## src/rtl/register_file_if.sv

```systemverilog
// Decode/commit bus between issue, ROB and the architectural register file.
// Latency: n/a (signal bundle only); read results are combinational from the slave.
// Backpressure: none on this bus; rdy/stall gate updates inside the register file.
interface register_file_if #(
  parameter int XLEN           = 32,
  parameter int ROB_SIZE_WIDTH = 4,
  parameter int DEP_WIDTH      = ROB_SIZE_WIDTH + 1
);
  logic                      rdy;
  logic                      flush;
  logic                      stall;
  logic                      dec_ready;
  logic                      dec_writes_rd;
  logic [4:0]                dec_rd;
  logic [4:0]                dec_rs1;
  logic [4:0]                dec_rs2;
  logic [ROB_SIZE_WIDTH-1:0] rob_tail_id;
  logic                      rob_rf_enable;
  logic [4:0]                rob_rf_rd;
  logic [XLEN-1:0]           rob_rf_val;
  logic [ROB_SIZE_WIDTH-1:0] rob_rf_id;
  logic [XLEN-1:0]           rf_val1;
  logic [XLEN-1:0]           rf_val2;
  logic [DEP_WIDTH-1:0]      rf_dep1;
  logic [DEP_WIDTH-1:0]      rf_dep2;

  // Decoder/ROB side drives requests and consumes read results.
  modport master (
    output rdy, flush, stall, dec_ready, dec_writes_rd, dec_rd, dec_rs1, dec_rs2,
           rob_tail_id, rob_rf_enable, rob_rf_rd, rob_rf_val, rob_rf_id,
    input  rf_val1, rf_val2, rf_dep1, rf_dep2
  );

  // Register file side.
  modport slave (
    input  rdy, flush, stall, dec_ready, dec_writes_rd, dec_rd, dec_rs1, dec_rs2,
           rob_tail_id, rob_rf_enable, rob_rf_rd, rob_rf_val, rob_rf_id,
    output rf_val1, rf_val2, rf_dep1, rf_dep2
  );
endinterface

```

## src/rtl/register_file.sv

```systemverilog
// Architectural register file with per-register ROB producer tags (rename map).
// Latency: reads are combinational (0 cycles); commit/rename/flush land at the next clk edge.
// Backpressure: all state frozen while rdy is low; stall suppresses rename. Option: RF_COMMIT_BYPASS_EN.
module register_file #(
  parameter int XLEN           = 32,
  parameter int ROB_SIZE_WIDTH = 4,
  parameter int DEP_WIDTH      = ROB_SIZE_WIDTH + 1
) (
  input logic           clk,
  input logic           rst,
  register_file_if.slave bus
);

  // All-ones tag marks "value is architectural, no pending producer".
  localparam logic [DEP_WIDTH-1:0] NONE = '1;

  logic [XLEN-1:0]      r_val [32];
  logic [DEP_WIDTH-1:0] r_dep [32];

  logic                 w_commit;
  logic                 w_rename;
  logic [DEP_WIDTH-1:0] w_commit_tag;
  logic [DEP_WIDTH-1:0] w_rename_tag;

  // ROB ids are zero-extended so a real producer tag can never alias NONE.
  assign w_commit_tag = DEP_WIDTH'(bus.rob_rf_id);
  assign w_rename_tag = DEP_WIDTH'(bus.rob_tail_id);
  assign w_commit     = bus.rdy && bus.rob_rf_enable && (bus.rob_rf_rd != 5'd0);
  assign w_rename     = bus.rdy && !bus.flush && !bus.stall && bus.dec_ready &&
                        bus.dec_writes_rd && (bus.dec_rd != 5'd0);

  // State update: value write on commit, tag clear/rename, flush wipes all tags.
  always_ff @(posedge clk) begin
    if (rst) begin
      for (int i = 0; i < 32; i++) begin
        r_val[i] <= '0;
        r_dep[i] <= NONE;
      end
    end else if (bus.rdy) begin
      // The committing value is always written, even in a flush cycle (JALR).
      if (w_commit) begin
        r_val[bus.rob_rf_rd] <= bus.rob_rf_val;
      end
      if (bus.flush) begin
        for (int i = 0; i < 32; i++) begin
          r_dep[i] <= NONE;
        end
      end else begin
        // Only clear the tag if no younger producer has since renamed it.
        if (w_commit && (r_dep[bus.rob_rf_rd] == w_commit_tag)) begin
          r_dep[bus.rob_rf_rd] <= NONE;
        end
        // Rename is written last so it wins over a same-register commit clear.
        if (w_rename) begin
          r_dep[bus.dec_rd] <= w_rename_tag;
        end
      end
    end
  end

`ifdef RF_COMMIT_BYPASS_EN
  // Source port 1: stored state, overridden by a same-cycle commit to the same register.
  always_comb begin
    bus.rf_val1 = r_val[bus.dec_rs1];
    bus.rf_dep1 = r_dep[bus.dec_rs1];
    if (bus.dec_rs1 == 5'd0) begin
      bus.rf_val1 = '0;
      bus.rf_dep1 = NONE;
    end else if (bus.rob_rf_enable && (bus.rob_rf_rd == bus.dec_rs1)) begin
      bus.rf_val1 = bus.rob_rf_val;
      if (r_dep[bus.dec_rs1] == w_commit_tag) begin
        bus.rf_dep1 = NONE;
      end
    end
  end

  // Source port 2: same forwarding as port 1.
  always_comb begin
    bus.rf_val2 = r_val[bus.dec_rs2];
    bus.rf_dep2 = r_dep[bus.dec_rs2];
    if (bus.dec_rs2 == 5'd0) begin
      bus.rf_val2 = '0;
      bus.rf_dep2 = NONE;
    end else if (bus.rob_rf_enable && (bus.rob_rf_rd == bus.dec_rs2)) begin
      bus.rf_val2 = bus.rob_rf_val;
      if (r_dep[bus.dec_rs2] == w_commit_tag) begin
        bus.rf_dep2 = NONE;
      end
    end
  end
`else
  // Source port 1: stored state only; a commit shows up the following cycle.
  always_comb begin
    bus.rf_val1 = r_val[bus.dec_rs1];
    bus.rf_dep1 = r_dep[bus.dec_rs1];
    if (bus.dec_rs1 == 5'd0) begin
      bus.rf_val1 = '0;
      bus.rf_dep1 = NONE;
    end
  end

  // Source port 2: stored state only.
  always_comb begin
    bus.rf_val2 = r_val[bus.dec_rs2];
    bus.rf_dep2 = r_dep[bus.dec_rs2];
    if (bus.dec_rs2 == 5'd0) begin
      bus.rf_val2 = '0;
      bus.rf_dep2 = NONE;
    end
  end
`endif

endmodule

```

## src/flat_wrapper.sv

```systemverilog
// flat-port wrapper written by rule: the top's interface ports become plain ports
module register_file_flat 
#(
  parameter int XLEN           = 32,
  parameter int ROB_SIZE_WIDTH = 4,
  parameter int DEP_WIDTH      = ROB_SIZE_WIDTH + 1
)
  (clk, rst, bus_rdy, bus_flush, bus_stall, bus_dec_ready, bus_dec_writes_rd, bus_dec_rd, bus_dec_rs1, bus_dec_rs2, bus_rob_tail_id, bus_rob_rf_enable, bus_rob_rf_rd, bus_rob_rf_val, bus_rob_rf_id, bus_rf_val1, bus_rf_val2, bus_rf_dep1, bus_rf_dep2);
  register_file_if #(.XLEN(XLEN), .ROB_SIZE_WIDTH(ROB_SIZE_WIDTH), .DEP_WIDTH(DEP_WIDTH)) bus_i ();
  input logic clk;
  input logic rst;
  input wire logic [$bits(bus_i.rdy)-1:0] bus_rdy;
  input wire logic [$bits(bus_i.flush)-1:0] bus_flush;
  input wire logic [$bits(bus_i.stall)-1:0] bus_stall;
  input wire logic [$bits(bus_i.dec_ready)-1:0] bus_dec_ready;
  input wire logic [$bits(bus_i.dec_writes_rd)-1:0] bus_dec_writes_rd;
  input wire logic [$bits(bus_i.dec_rd)-1:0] bus_dec_rd;
  input wire logic [$bits(bus_i.dec_rs1)-1:0] bus_dec_rs1;
  input wire logic [$bits(bus_i.dec_rs2)-1:0] bus_dec_rs2;
  input wire logic [$bits(bus_i.rob_tail_id)-1:0] bus_rob_tail_id;
  input wire logic [$bits(bus_i.rob_rf_enable)-1:0] bus_rob_rf_enable;
  input wire logic [$bits(bus_i.rob_rf_rd)-1:0] bus_rob_rf_rd;
  input wire logic [$bits(bus_i.rob_rf_val)-1:0] bus_rob_rf_val;
  input wire logic [$bits(bus_i.rob_rf_id)-1:0] bus_rob_rf_id;
  output wire logic [$bits(bus_i.rf_val1)-1:0] bus_rf_val1;
  output wire logic [$bits(bus_i.rf_val2)-1:0] bus_rf_val2;
  output wire logic [$bits(bus_i.rf_dep1)-1:0] bus_rf_dep1;
  output wire logic [$bits(bus_i.rf_dep2)-1:0] bus_rf_dep2;
  assign bus_i.rdy = bus_rdy;
  assign bus_i.flush = bus_flush;
  assign bus_i.stall = bus_stall;
  assign bus_i.dec_ready = bus_dec_ready;
  assign bus_i.dec_writes_rd = bus_dec_writes_rd;
  assign bus_i.dec_rd = bus_dec_rd;
  assign bus_i.dec_rs1 = bus_dec_rs1;
  assign bus_i.dec_rs2 = bus_dec_rs2;
  assign bus_i.rob_tail_id = bus_rob_tail_id;
  assign bus_i.rob_rf_enable = bus_rob_rf_enable;
  assign bus_i.rob_rf_rd = bus_rob_rf_rd;
  assign bus_i.rob_rf_val = bus_rob_rf_val;
  assign bus_i.rob_rf_id = bus_rob_rf_id;
  assign bus_rf_val1 = bus_i.rf_val1;
  assign bus_rf_val2 = bus_i.rf_val2;
  assign bus_rf_dep1 = bus_i.rf_dep1;
  assign bus_rf_dep2 = bus_i.rf_dep2;
  register_file #(.XLEN(XLEN), .ROB_SIZE_WIDTH(ROB_SIZE_WIDTH), .DEP_WIDTH(DEP_WIDTH)) u_core (.clk(clk), .rst(rst), .bus(bus_i));
endmodule
```

## config.mk

```make
export PLATFORM = sky130hd
export DESIGN_NAME = register_file_flat
export DESIGN_NICKNAME = d
export VERILOG_FILES = /design/src/rtl/register_file_if.sv /design/src/rtl/register_file.sv /design/src/flat_wrapper.sv
export SDC_FILE = /design/constraint.sdc
export NUM_CORES = 2
export LEC_CHECK = 0
export BUFFER_PORTS_ARGS = -buffer_cell sky130_fd_sc_hd__buf_2
export CAP_MARGIN = 40
export CORE_UTILIZATION = 60
export DETAILED_ROUTE_END_ITERATION = 16
export PLACE_DENSITY_LB_ADDON = 0.12
export SLEW_MARGIN = 40
export SYNTH_ARGS = -nofsm -noshare
export SYNTH_HDL_FRONTEND = slang
export SYNTH_SLANG_ARGS = --single-unit
```

## constraint.sdc

```tcl
create_clock -name clk -period 11.35 [get_ports clk]
set_input_delay 2.27 -clock clk [delete_from_list [all_inputs] [get_ports clk]]
set_output_delay 2.27 -clock clk [all_outputs]
set_load 0.01 [all_outputs]
```

==> Flow_metrics.wiki <==
{| class="wikitable"
! Metric !! Value
|-
| Worst Path Max Fanout || 83
|-
| Fin. max-slew vios || 0
|-
| Area delta synth->final || 9.78%
|-
| Vias after detailed routing || 40426
|-
| Row Count || 120
|-
| Cell Pwr Density || 149 nW/um^2
|-
| Arr. time, crit path || 5.35 ns
|-
| Kind of end point of the critical path || output pin
|-
| Final Hold Slack || 0.469 ns
|-
| Count of buffers added by post-CTS timing repair for setup || 0
|-
| Placed cell areas || 67200 sq um
|-
| Residual antenna-violating net count after detailed routing || 0
|-
| Mean number of vias per cell || 7.23
|-
| Global placement routability congestion || 0.887
|-
| CTS Buffer Depth || 3
|-
| Critical Path, Cell by Cell || buf_8 > buf_12 > mux4_2 > mux4_2 > mux2i_1 > nor2_1 > buf_2
|-
| CTS Root Cell || sky130_fd_sc_hd__clkbuf_16
|-
| Final Routed Wirelength || 205000 um
|-
| Sequential fraction of the synthesis area || 0.542
|-
| Remaining global-route overflow || 0
|-
| Die Area || 110000 sq um
|-
| Largest voltage drop on the vdd net || 0.000113 V
|-
| Min-delay src || u_core.r_dep[0][4]
|-
| Clock latency of the later-clocked register in the worst-skew pair || 0.76 ns
|-
| Fraction of layout cells with a size suffix above 1 || 0.317
|-
| Most frequently used flop master after synthesis || sky130_fd_sc_hd__edfxtp_1
|-
| Wire length of the first global-routing pass || 289000 um
|-
| Initial Util || 0.606
|-
| Library cell with the largest summed area after synthesis || sky130_fd_sc_hd__edfxtp_1
|-
| Launching point of the worst reg2reg path || u_core.r_dep[20][4]
|-
| Fraction of registers with async set or reset after synthesis || 0
|-
| Clk slew on worst S/H paths || 0.06 ns
|-
| Startpoint type of the worst setup path || input port
|-
| GRT Total Usage || 0.381
|-
| Max incr delay on CP || 0.61 ns
|-
| Summed area of non-filler cells in the final layout || 71300 sq um
|-
| Number of max-capacitance violations reported || 0
|-
| Post-layout total power || 10.6 mW
|-
| Number of H-tree levels || 4
|-
| Run status || complete, no violations
|-
| Count of instances resized after the clock tree is built || 0
|-
| Count of synthesis-stage warnings from yosys || 0
|-
| CP Launch Point || bus_dec_rs1[0]
|-
| Post-synthesis average cell area || 15.8 sq um
|-
| Post-layout minimum cycle time || 7.62 ns
|-
| Worst slew pin tran || 0.950 ns
|-
| Final clock skew || 0.0134 ns
|-
| Register bit count reported by yosys || 1184
|-
| Number of design rule violations left after detail routing || 0
|-
| Data required time at the worst endpoint || 9.08 ns
|-
| # hold bufs at CTS || 0
|-
| Number of design-rule violations left by the first detailed-router iteration || 6768
|-
| Hold violation total from the final report || 0
|-
| Die span in y || 331 um
|-
| Critical setup path kind || in2out
|-
| Netlist area before placement || 65000 sq um
|-
| Largest net degree at the start of global routing || 91
|-
| CTS Buf Count || 131
|-
| Via count of the first global-routing pass || 39342
|-
| Number of port buffers || 141
|-
| Final-layout fill cell count || 7331
|-
| Dominant cell type by count on the critical path || sky130_fd_sc_hd__mux4_2
|-
| Setup tns final || 0 ns
|-
| Area share of the largest cell type after synthesis || 0.532
|-
| Router iterations before antenna repair || 6
|-
| Cell count after synthesis || 4110
|-
| Leading cell type in the layout, fill and taps excluded || sky130_fd_sc_hd__edfxtp_1
|-
| EDFF count, synth || 1152
|-
| Boundary pin count || 142
|-
| Initial antenna violation count || 25
|-
| Leakage component of the power || 24.2 nW
|-
| DR WL/cell || 36.7 um
|-
| CTS tree || done
|-
| Setup-violating endpoint count in the final report || 0
|-
| Path class of the lowest-slack min-delay path || reg2reg
|-
| Sink Count || 1184
|-
| Fmax achieved || 131 MHz
|-
| Area of the placeable core || 107000 sq um
|-
| Cells taking the most area after synthesis || sky130_fd_sc_hd__edfxtp_1, sky130_fd_sc_hd__mux4_2, sky130_fd_sc_hd__and2_1, sky130_fd_sc_hd__mux2i_1, sky130_fd_sc_hd__clkbuf_1
|-
| Number of different library cells in the post-synthesis netlist || 55
|-
| Setup repair after global routing missed its margin || false
|-
| Width of the die || 331 um
|-
| Tcrit/Tclk final || 0.671
|-
| Final net count || 4150
|-
| Slowest stage cell on the critical path || sky130_fd_sc_hd__buf_12
|-
| HPWL Detailed || 115000 um
|-
| Top library cells by usage in the layout, fill and taps aside || sky130_fd_sc_hd__edfxtp_1, sky130_fd_sc_hd__and2_1, sky130_fd_sc_hd__mux4_2, sky130_fd_sc_hd__mux2i_1, sky130_fd_sc_hd__clkbuf_16
|-
| Slew margin rel. || 0.367
|}
[worst paths after layout]
kind,slack [ns],to,depth (start not counted)
worst max-delay path,3.73,bus_rf_val1[20],7
worst min-delay path,0.47,u_core.r_dep[0][4],1
worst max register to register,7.81,u_core.r_dep[3][3],8
worst min register to register,0.47,u_core.r_dep[0][4],1
[routing by layer]
metal  vias to the layer above  GRT usage  routed length, um
met5                         -          0                 55
met4                         8      0.176               9740
met3                       538     0.0857              26100
met2                      3048      0.582              96300
met1                     20889      0.529              72900
li1                      15943          -                  -
[state kept, by name (all words and copies together), names as in the netlist]
| signal | flops |
|---|---|
| u_core.r_dep | 160 |
| u_core.r_val | 1024 |
[stage by stage]
stage          cells  setup slack [ns]   util
2_1_floorplan   4144              4.56      -
3_3_place_gp    5343              3.53  0.624
3_5_place_dp    5351              3.69  0.627
4_1_cts         5587              3.68  0.665
5_1_grt         5591              3.57  0.665
6_report        5595              3.73  0.665
[critical path, delay by kind of cell]
family                 cells  cell delay [ns]
buffers and inverters      3             1.26
muxes                      3             1.59
and+or+nand+nor            1             0.10
[cell usage after synthesis, types with 3 or more instances]
cell	number
sky130_fd_sc_hd__a211o_1	19
sky130_fd_sc_hd__mux2i_1	137
sky130_fd_sc_hd__or3_1	52
sky130_fd_sc_hd__buf_4	7
sky130_fd_sc_hd__and2_1	995
sky130_fd_sc_hd__dfxtp_1	32
sky130_fd_sc_hd__mux4_2	747
sky130_fd_sc_hd__buf_6	7
sky130_fd_sc_hd__nor4_1	3
sky130_fd_sc_hd__buf_1	71
sky130_fd_sc_hd__nor2b_1	23
sky130_fd_sc_hd__nand4_1	3
sky130_fd_sc_hd__a31o_2	17
sky130_fd_sc_hd__and3_1	3
sky130_fd_sc_hd__a21o_1	25
sky130_fd_sc_hd__a22oi_1	5
sky130_fd_sc_hd__o21ai_0	13
sky130_fd_sc_hd__mux2_2	4
sky130_fd_sc_hd__or3b_2	7
sky130_fd_sc_hd__nand3b_1	12
sky130_fd_sc_hd__nor2_1	133
sky130_fd_sc_hd__buf_2	21
sky130_fd_sc_hd__o32ai_1	3
sky130_fd_sc_hd__a21oi_1	3
sky130_fd_sc_hd__clkbuf_1	338
sky130_fd_sc_hd__nand3_1	8
sky130_fd_sc_hd__and4_1	3
sky130_fd_sc_hd__a211oi_1	3
sky130_fd_sc_hd__inv_1	5
sky130_fd_sc_hd__o22ai_1	10
sky130_fd_sc_hd__edfxtp_1	1152
sky130_fd_sc_hd__a311o_1	10
sky130_fd_sc_hd__o221ai_1	14
sky130_fd_sc_hd__or2_2	95
sky130_fd_sc_hd__nand2_1	57
sky130_fd_sc_hd__nand2b_1	25
sky130_fd_sc_hd__nor3_1	23
sky130_fd_sc_hd__nor3b_1	4
[logic make-up after synthesis]
kind of cell	count (synthesis)	synth area share
and+or+nand+nor	1452	0.133
other	2	0.000116
AOI/OAI and AO/OA	133	0.0162
xor gates and xnor gates	2	0.000270
DFF	1184	0.542
muxes	888	0.281
buffers and inverters	449	0.0276
[area by class of cell]
class | instances | area (sq um) | share of cell area
Sequential cell | 1184 | 35200 | 0.494
Multi-Input combinational cell | 2511 | 28300 | 0.397
Tap cell | 1403 | 1760 | 0.0246
Inverter | 5 | 18.8 | 0.000263
Antenna cell | 7 | 17.5 | 0.000246
Timing Repair Buffer | 249 | 1860 | 0.0260
Clock buffer | 179 | 3570 | 0.0500
Clock inverter | 57 | 534 | 0.00749
[report_power, final]
group	internal (mW)	total, mW	leakage, nW	switching [mW]
Combinational	0.596	1.31	10.9	0.710
Sequential	5.03	5.15	11.2	0.127
Clock	2.39	4.17	1.99	1.78
No activity file was read; power rests on OpenSTA's default activity.
